===== src/rtl/ifu_fetch.sv =====
// Instruction fetch stage: one 32-bit bus read per en/finish handshake,
// owning the fetch PC (+4 sequencing or execute-stage redirect).
module ifu_fetch #(
  parameter logic [31:0] RESET_PC = 32'h0000_0000,
  parameter logic [7:0]  TIMEOUT  = 8'd255
) (
  input  logic        i_clk,
  input  logic        i_rst,
  input  logic        i_en,
  output logic        o_finish,
  input  logic        i_pc_wr,
  input  logic [31:0] i_pc_wdata,
  output logic        o_ibus_req,
  output logic [31:0] o_ibus_addr,
  input  logic        i_ibus_ack,
  input  logic        i_ibus_err,
  input  logic [31:0] i_ibus_rdata,
  output logic [31:0] o_inst,
  output logic [31:0] o_pc,
  output logic        o_fault,
  output logic [1:0]  o_fault_cause
);

  localparam logic [31:0] NOP = 32'h0000_0013;

  typedef enum logic [1:0] {S_IDLE, S_REQ, S_DONE} state_e;

  state_e      state_q, state_d;
  logic [31:0] fetch_pc_q, fetch_pc_d;
  logic [31:0] pend_pc_q, pend_pc_d;
  logic        pend_vld_q, pend_vld_d;
  logic [7:0]  cnt_q, cnt_d;
  logic        req_q, req_d;
  logic [31:0] addr_q, addr_d;
  logic [31:0] inst_q, inst_d;
  logic [31:0] pc_q, pc_d;
  logic        fault_q, fault_d;
  logic [1:0]  cause_q, cause_d;
  logic        finish_q, finish_d;

  logic [31:0] eff_pc;
  logic        rd_vld;
  logic [31:0] rd_pc;
  logic        req_done;
  logic        req_ok;

  always_comb begin
    state_d    = state_q;
    fetch_pc_d = fetch_pc_q;
    pend_pc_d  = pend_pc_q;
    pend_vld_d = pend_vld_q;
    cnt_d      = cnt_q;
    req_d      = req_q;
    addr_d     = addr_q;
    inst_d     = inst_q;
    pc_d       = pc_q;
    fault_d    = fault_q;
    cause_d    = cause_q;
    finish_d   = 1'b0;
    req_done   = 1'b0;
    req_ok     = 1'b0;

    // A same-cycle redirect beats an older pending one.
    rd_vld = i_pc_wr | pend_vld_q;
    rd_pc  = i_pc_wr ? i_pc_wdata : pend_pc_q;
    eff_pc = rd_vld ? rd_pc : fetch_pc_q;

    unique case (state_q)
      S_IDLE: begin
        fetch_pc_d = eff_pc;
        pend_vld_d = 1'b0;
        if (i_en) begin
          if (eff_pc[1:0] != 2'b00) begin
            state_d  = S_DONE;
            finish_d = 1'b1;
            fault_d  = 1'b1;
            cause_d  = 2'd1;
            inst_d   = NOP;
            pc_d     = eff_pc;
          end else begin
            state_d = S_REQ;
            req_d   = 1'b1;
            addr_d  = eff_pc;
            cnt_d   = '0;
            fault_d = 1'b0;
            cause_d = 2'd0;
          end
        end
      end
      S_REQ: begin
        if (i_pc_wr) begin
          pend_pc_d  = i_pc_wdata;
          pend_vld_d = 1'b1;
        end
        if (i_ibus_err) begin
          req_done = 1'b1;
          fault_d  = 1'b1;
          cause_d  = 2'd2;
          inst_d   = NOP;
        end else if (i_ibus_ack) begin
          req_done = 1'b1;
          req_ok   = 1'b1;
          fault_d  = 1'b0;
          cause_d  = 2'd0;
          inst_d   = i_ibus_rdata;
        end else if (cnt_q == TIMEOUT - 8'd1) begin
          req_done = 1'b1;
          fault_d  = 1'b1;
          cause_d  = 2'd3;
          inst_d   = NOP;
        end else begin
          cnt_d = cnt_q + 8'd1;
        end
        if (req_done) begin
          state_d    = S_DONE;
          finish_d   = 1'b1;
          req_d      = 1'b0;
          pc_d       = fetch_pc_q;
          pend_vld_d = 1'b0;
          if (rd_vld)      fetch_pc_d = rd_pc;
          else if (req_ok) fetch_pc_d = fetch_pc_q + 32'd4;
        end
      end
      S_DONE: begin
        state_d = S_IDLE;
        if (i_pc_wr) begin
          pend_pc_d  = i_pc_wdata;
          pend_vld_d = 1'b1;
        end
      end
      default: state_d = S_IDLE;
    endcase
  end

  always_ff @(posedge i_clk) begin
    if (i_rst) begin
      state_q    <= S_IDLE;
      fetch_pc_q <= RESET_PC;
      pend_pc_q  <= '0;
      pend_vld_q <= 1'b0;
      cnt_q      <= '0;
      req_q      <= 1'b0;
      addr_q     <= '0;
      inst_q     <= NOP;
      pc_q       <= '0;
      fault_q    <= 1'b0;
      cause_q    <= 2'd0;
      finish_q   <= 1'b0;
    end else begin
      state_q    <= state_d;
      fetch_pc_q <= fetch_pc_d;
      pend_pc_q  <= pend_pc_d;
      pend_vld_q <= pend_vld_d;
      cnt_q      <= cnt_d;
      req_q      <= req_d;
      addr_q     <= addr_d;
      inst_q     <= inst_d;
      pc_q       <= pc_d;
      fault_q    <= fault_d;
      cause_q    <= cause_d;
      finish_q   <= finish_d;
    end
  end

  assign o_finish      = finish_q;
  assign o_ibus_req    = req_q;
  assign o_ibus_addr   = addr_q;
  assign o_inst        = inst_q;
  assign o_pc          = pc_q;
  assign o_fault       = fault_q;
  assign o_fault_cause = cause_q;

endmodule


===== config.mk =====
export PLATFORM = sky130hd
export DESIGN_NAME = ifu_fetch
export DESIGN_NICKNAME = d
export VERILOG_FILES = /design/src/rtl/ifu_fetch.sv
export SDC_FILE = /design/constraint.sdc
export NUM_CORES = 1
export LEC_CHECK = 0
export CORE_MARGIN = 10
export CORE_UTILIZATION = 56
export DETAILED_ROUTE_END_ITERATION = 7
export GPL_ROUTABILITY_DRIVEN = 0
export PLACE_DENSITY = 0.84
export SLEW_MARGIN = 20
export SYNTH_ARGS = -nofsm -noshare
export SYNTH_HDL_FRONTEND = slang
export SYNTH_SLANG_ARGS = --single-unit
export TNS_END_PERCENT = 100

===== constraint.sdc =====
create_clock -name i_clk -period 4.1 [get_ports i_clk]
set_input_delay 0.41 -clock i_clk [delete_from_list [all_inputs] [get_ports i_clk]]
set_output_delay 0.41 -clock i_clk [all_outputs]
set_load 0.02 [all_outputs]

==> results.md, run 1 <==
* CP bufs+invs at 1
* First-pass GRT wire length at 43.24 mm
* Initial antenna violation count at 0
* IO buf count at 170
* Die X at 143.9 um
* Yosys reg bits at 176
* Outcome: complete, no violations
* IO Pins at between 150 and 200
* Period utilisation layout at 68.80%
* Leakage at 3.800 nW
* Die ar. at about 21000 sq um
* Worst path max stage delay at 0.55 ns
* Post-CTS resize count at 0
* Clock slew at reported path FFs at approximately 0.070 ns
* Crit Path Max Fanout at 12
* Area delta synth->final at 26.82%
* Final setup fails at 0
* Crit-path cells: inv_1 > ha_1 > nor3b_1 > o21a_1 > nor3_1 > a221o_1 > a21oi_1
* Mapped Cells at 1096
* M1 WL at 11.48 mm
* DP Area at between 10000 and 15000 sq um
* Final hold vios at 0
* FF+latch area at 3523 sq um
* Pin count of the biggest net entering global routing at 81
* Syn_area_per_cell at around 7.8 sq um
* Worst-Margin Slew at roughly 0.89 ns
* Global Route Usage Sum at 25.55%
* Max layer used: met4
* Setup CP Type: flop to flop
* Longest Clk Path Bufs at 2
* Vias in the first global route at approximately 8200
* Vias per cell at ~6.3
* Avg WL per Cell at between 15 and 20 um
* Peak Freq at 354.5 MHz
* Share of layout cells above drive strength 1 at 6.235%
* Ant diodes at 0
* Worst Hold Class: flop to flop
* Critical Path RT at between 4 and 5 ns
* CP max stage cell: o21a_1
* Worst-skew pair later-pin latency at between 0.4 and 0.5 ns
* Layout Nets at about 1300
* Mapped Nets at around 1200
* Max cap viols at 0
* CTS tree: yes
* Sequential-to-total area share from yosys stat at 40.95%
* Yosys cell types at just under 70
* CP Launch Type: flop
* Worst Clk Skew at 0.01303 ns
* Routed wire length at 27.15 mm
* Setup TNS at 0 ns
* TritonCTS Buffers at 17
* Post-DP HPWL at 18.63 mm
* CP Capture Type: flop
* CTS Root Cell: clkbuf_16
* Final ANT Viol Nets at 0
* GRT Residual Overflow at 0
* Max_slew headroom at 40.39%
* Main flop type after synthesis: dfxtp_1
* Iter 0 DRT Violations at 941
* Critical path's top delay family: compound AO/OA/AOI/OAI gates
* Number of hold buffers added after CTS at 0
* YS warnings at 0
* Max-slew violation count at 0
* Detail Route met3 WL at approximately 2.1 mm
* RSZ-0062 raised after global routing: false
* Core Footprint at 15150 sq um
* Number of iterations in the first detailed-routing pass at 5
* PD cells at 444.9 nW/um^2
* Number of synthesized flops with an enable pin at 0
* Worst vdd ir at 0.3602 mV
* Ys async rst share at 0%
* Post-CTS Setup Bufs at 0
* Initial Util at 56.80%
* Met2 routed WL at around 13 mm
* Placement row count at 45
* Post-layout min period at 2.821 ns
* Crit path DAT at 3.18 ns
* Area of the multi-input gates at about 4700 sq um
* Die H at 143.9 um
* Filler Cells Inserted at 1196
* DRC viols at 0
* Post-route design area at 10910 sq um
* H-tree depth at 4
* Vias at roughly 8800
* Clk sink count at roughly 180
* Mapped Area at 8603 sq um
logic make-up (layout without fill, tap and decap cells):
kind of cell	Yosys count	in the layout	share of synthesized area [%]
AO/OA/AOI/OAI	351	351	25.29
XOR/XNOR	3	3	0.3055
adder cells (fa/ha/maj)	7	7	1.018
buffers and inverters	110	233	5.352
flip-flops	176	176	40.95
multiplexers	42	42	4.887
AND/OR/NAND/NOR	407	407	22.19
path summary, 6_finish.rpt:
check	slack [ns]	cells after the start	endpoint	start
hold reg to reg	0.45	2	pend_pc_q[7]	pend_pc_q[7]
setup / recovery	1.28	7	fetch_pc_q[25]	state_q[1]
hold / removal	0.45	2	pend_pc_q[7]	pend_pc_q[7]
setup reg to reg	1.28	7	fetch_pc_q[25]	state_q[1]
report_power, final:
part	switching [mW]	leakage [nW]	internal (mW)
Clock	0.727	0.279	0.925
Sequential	0.152	1.43	1.88
Combinational	0.711	2.09	0.460
Total	1.59	3.80	3.26
sequential cells by signal, indices dropped and copies added, names as in the netlist, 2 cells and up:
signal,flops
cnt_q,8
fetch_pc_q,32
o_fault_cause,2
o_ibus_addr,32
o_inst,32
o_pc,32
pend_pc_q,32
state_q,2
cell type report:
class	count	share of cell area [%]
multi-input cells	810	42.76
flip-flops and latches	176	32.29
repair buffers	188	16.88
clock buffers	18	4.025
well taps	188	2.156
clock inverters	14	1.433
inverters	13	0.4472
routing by layer:
layer	track usage, %	vias to the layer above
met4	7.899	0
li1	-	4207
met1	33.51	4221
met5	0	-
met3	4.686	38
met2	41.58	355
cells in the final DEF (no fill, tap or decap), drive strengths merged, types with 10 or more instances in the layout:
| cell | instances |
|---|---|
| mux2i | 42 |
| o21ai | 102 |
| and3 | 10 |
| o211ai | 12 |
| nand3 | 20 |
| dfxtp | 176 |
| nor2 | 67 |
| nor3 | 19 |
| nand2 | 186 |
| nand4 | 55 |
| or3 | 15 |
| inv | 18 |
| a211oi | 45 |
| clkbuf | 18 |
| a21oi | 120 |
| buf | 20 |
| clkdlybuf4s50 | 168 |
worst reg2reg max path, cell delays in order (launching register included):
cell     delay [ns]
dfxtp_1        0.33
inv_1          0.10
ha_1           0.45
nor3b_1        0.51
o21a_1         0.55
nor3_1         0.28
a221o_1        0.42
a21oi_1        0.13
synth_stat cells, drive strengths merged, types with 10 or more instances:
library cell / instances / area share (%)
nor3: 19 / 1.2
or3: 15 / 1.1
dfxtp: 176 / 41
inv: 13 / 0.57
a211oi: 45 / 4.0
o211ai: 12 / 1.0
clkbuf: 66 / 2.9
nor2: 67 / 2.9
nand4: 55 / 4.1
mux2i: 42 / 4.9
buf: 31 / 1.9
nand2: 186 / 8.1
nand3: 20 / 1.2
and3: 10 / 0.73
a21oi: 120 / 7.1
o21ai: 102 / 5.9
through the flow:
stage,util [%],worst slack (ns),power (mW),hold WS [ns],std cells
6_report,72.04,1.279,4.854,0.4534,1407
2_1_floorplan,-,2.139,2.773,0.4324,1096
3_3_place_gp,67.94,1.175,3.187,0.4386,1374
4_1_cts,72.00,1.325,4.851,0.4342,1407
5_1_grt,72.04,1.089,5.054,0.4591,1407
3_5_place_dp,68.07,1.315,3.218,0.4451,1375
Power figures use the tool's default switching activity.
==> run 2, diff against run 1 <==
--- a/config.mk
+++ b/config.mk
@@ -6,10 +6,10 @@
 export NUM_CORES = 1
 export LEC_CHECK = 0
 export CORE_MARGIN = 10
-export CORE_UTILIZATION = 56
+export CORE_UTILIZATION = 52
 export DETAILED_ROUTE_END_ITERATION = 7
 export GPL_ROUTABILITY_DRIVEN = 0
-export PLACE_DENSITY = 0.84
+export PLACE_DENSITY = 0.78
 export SLEW_MARGIN = 20
 export SYNTH_ARGS = -nofsm -noshare
 export SYNTH_HDL_FRONTEND = slang
==> constraint.sdc (replaced) <==
create_clock -name i_clk -period 2.7 [get_ports i_clk]
set_input_delay 0.27 -clock i_clk [delete_from_list [all_inputs] [get_ports i_clk]]
set_output_delay 0.27 -clock i_clk [all_outputs]
set_load 0.02 [all_outputs]
==> run 2 against run 1 <==
Net effect: clock skew is 0.0047 ns lower; maximum frequency is 11% higher; first-iteration DRC count is 22% lower; routed wire length is 2.9% higher; non-clock buffer count is 23 higher; design area is 2.7% higher; hold slack worse by 0.16 ns; cell count is 3.6% higher; largest power group unchanged.
==> results.md, run 2 (synthesis results as in run 1) <==
* Number of hold buffers added after CTS at 0
* Peak Freq at slightly below 400 MHz
* Vias in the first global route at 8421
* RSZ-0062 raised after global routing: false
* Worst-skew pair later-pin latency at around 0.43 ns
* Worst-Margin Slew at 0.7784 ns
* Iter 0 DRT Violations at about 730
* IO buf count at 170
* M1 WL at 11.61 mm
* Min Hold Slack at 0.2959 ns
* Worst path max stage delay at ~0.64 ns
* Placed Cells at ~1400
* Longest Clk Path Bufs at 2
* CP Capture Type: flop
* Final setup fails at 0
* Period utilisation layout at 94.53%
* Max_slew headroom at 48.10%
* Area delta synth->final at 30.22%
* Post-CTS Setup Bufs at 0
* Die X at 148.6 um
* Max-slew violation count at 0
* Post-CTS resize count at 0
* Critical Path RT at 3.03 ns
* Most frequent cells in the layout: nand2_1 (186), dfxtp_1 (176), clkdlybuf4s50_1 (168)
* Post-Layout Cell Count at 1458
* Internal power at 5.181 mW
* Seq pwr share at 40.4%
* Worst Hold Class: input port to flop
* Share of layout cells above drive strength 1 at 7.971%
* Worst Clk Skew at 0.008287 ns
* CTS tree: yes
* Commonest non-fill, non-tap cell in the layout: nand2_1
* Worst vdd ir at 0.5107 mV
* Outcome: complete, no violations
* Avg WL per Cell at approximately 19 um
* HP Start: i_rst
* Final ANT Viol Nets at 0
* Max layer used: met4
* Initial antenna violation count at 0
* Layout Nets at 1306
* Vias at 8919
* Die H at 148.6 um
* Pin count of the biggest net entering global routing at roughly 130
* Crit Path Max Fanout at 23
* Number of iterations in the first detailed-routing pass at 5
* FF-to-FF Start: state_q[1]
* Routed wire length at 27.95 mm
* Die ar. at 22090 sq um
* Vias per cell at 6.117
* Placement row count at 46
* Max cap viols at 0
* CP bufs+invs at 4
* Crit-path cells: inv_1 > ha_1 > buf_4 > inv_1 > nor2_1 > a211oi_4 > buf_12 > a21oi_1 > a311oi_1
* GRT Residual Overflow at 0
* CP most frequent cell: inv_1
* NetSw at 2.426 mW
* First-pass GRT wire length at 44.26 mm
* Filler Cells Inserted at 1310
* Setup WS pre-CTS at 0.06090 ns
* IO Pins at about 170
* Ant diodes at 0
* Setup CP Type: flop to flop
* Global Route Usage Sum at 24.29%
* Final hold vios at 0
* DRC viols at 0
* Worst setup margin at between 0.1 and 0.15 ns
* CP max stage cell: a211oi_4
* Post-layout min period at 2.552 ns
* Setup TNS at 0 ns
* Crit path DAT at 2.88 ns
* H-tree depth at 4
* CTS Root Cell: clkbuf_16
* CP Launch Type: flop
* Detail Route met3 WL at between 2 and 2.5 mm
* PD cells at 679.0 nW/um^2
* Post-DP HPWL at 19.20 mm
* Critical path's top delay family: compound AO/OA/AOI/OAI gates
* Clock power share at 35.0%
* Net Sw Frac at 31.89%
* Part of the power in combinational logic at 24.6%
* Leakage at 3.962 nW
* TritonCTS Buffers at 17
* Clk sink count at 176
* Initial Util at 53.58%
* Clock slew at reported path FFs at around 0.070 ns
* Core Footprint at roughly 16000 sq um
* Critical Path Start: state_q[1]
* Met2 routed WL at about 14 mm
run 2: final cells by class:
cell class,instances,area [sq um],area share [%]
Sequential cell,176,3523,31.45
Inverter,13,48.80,0.4356
Timing Repair Buffer,211,2064,18.43
Clock buffer,17,425.4,3.797
Tap cell,216,270.3,2.412
Multi-Input combinational cell,810,4661,41.60
Clock inverter,15,210.2,1.876
run 2: stage by stage:
step	total power, mW	util [%]	area, sq um
finish	7.607	69.77	11200
global placement	4.919	65.68	10550
floorplan	4.211	-	8603
global route	7.929	69.77	11200
detailed placement	4.948	65.68	10550
CTS	7.590	69.64	11180
run 2: per-layer routing:
metal  GRT usage, %  vias to the layer above
met4          5.946                        0
met5              0                        -
met3          5.218                       26
met1          30.24                     4291
li1               -                     4251
met2          41.64                      351
run 2: worst min-delay path, cell delays in order:
cell,delay [ns]
buf_4,0.11
inv_2,0.14
nand2_1,0.10
o21ai_0,0.06
run 2: power by group through the flow:
stage	Clock, mW	Combinational (mW)	Sequential (mW)
3_3_place_gp	0	1.81	3.11
5_1_grt	2.80	2.03	3.10
6_report	2.66	1.87	3.07
2_1_floorplan	0	1.03	3.18
3_5_place_dp	0	1.83	3.12
4_1_cts	2.68	1.85	3.06
run 2: final timing paths:
path                      to  slack, ns  depth (start not counted)
max            fetch_pc_q[8]       0.15                          9
min               o_inst[15]       0.30                          4
max reg2reg    fetch_pc_q[8]       0.15                          9
min reg2reg  o_ibus_addr[17]       0.45                          2
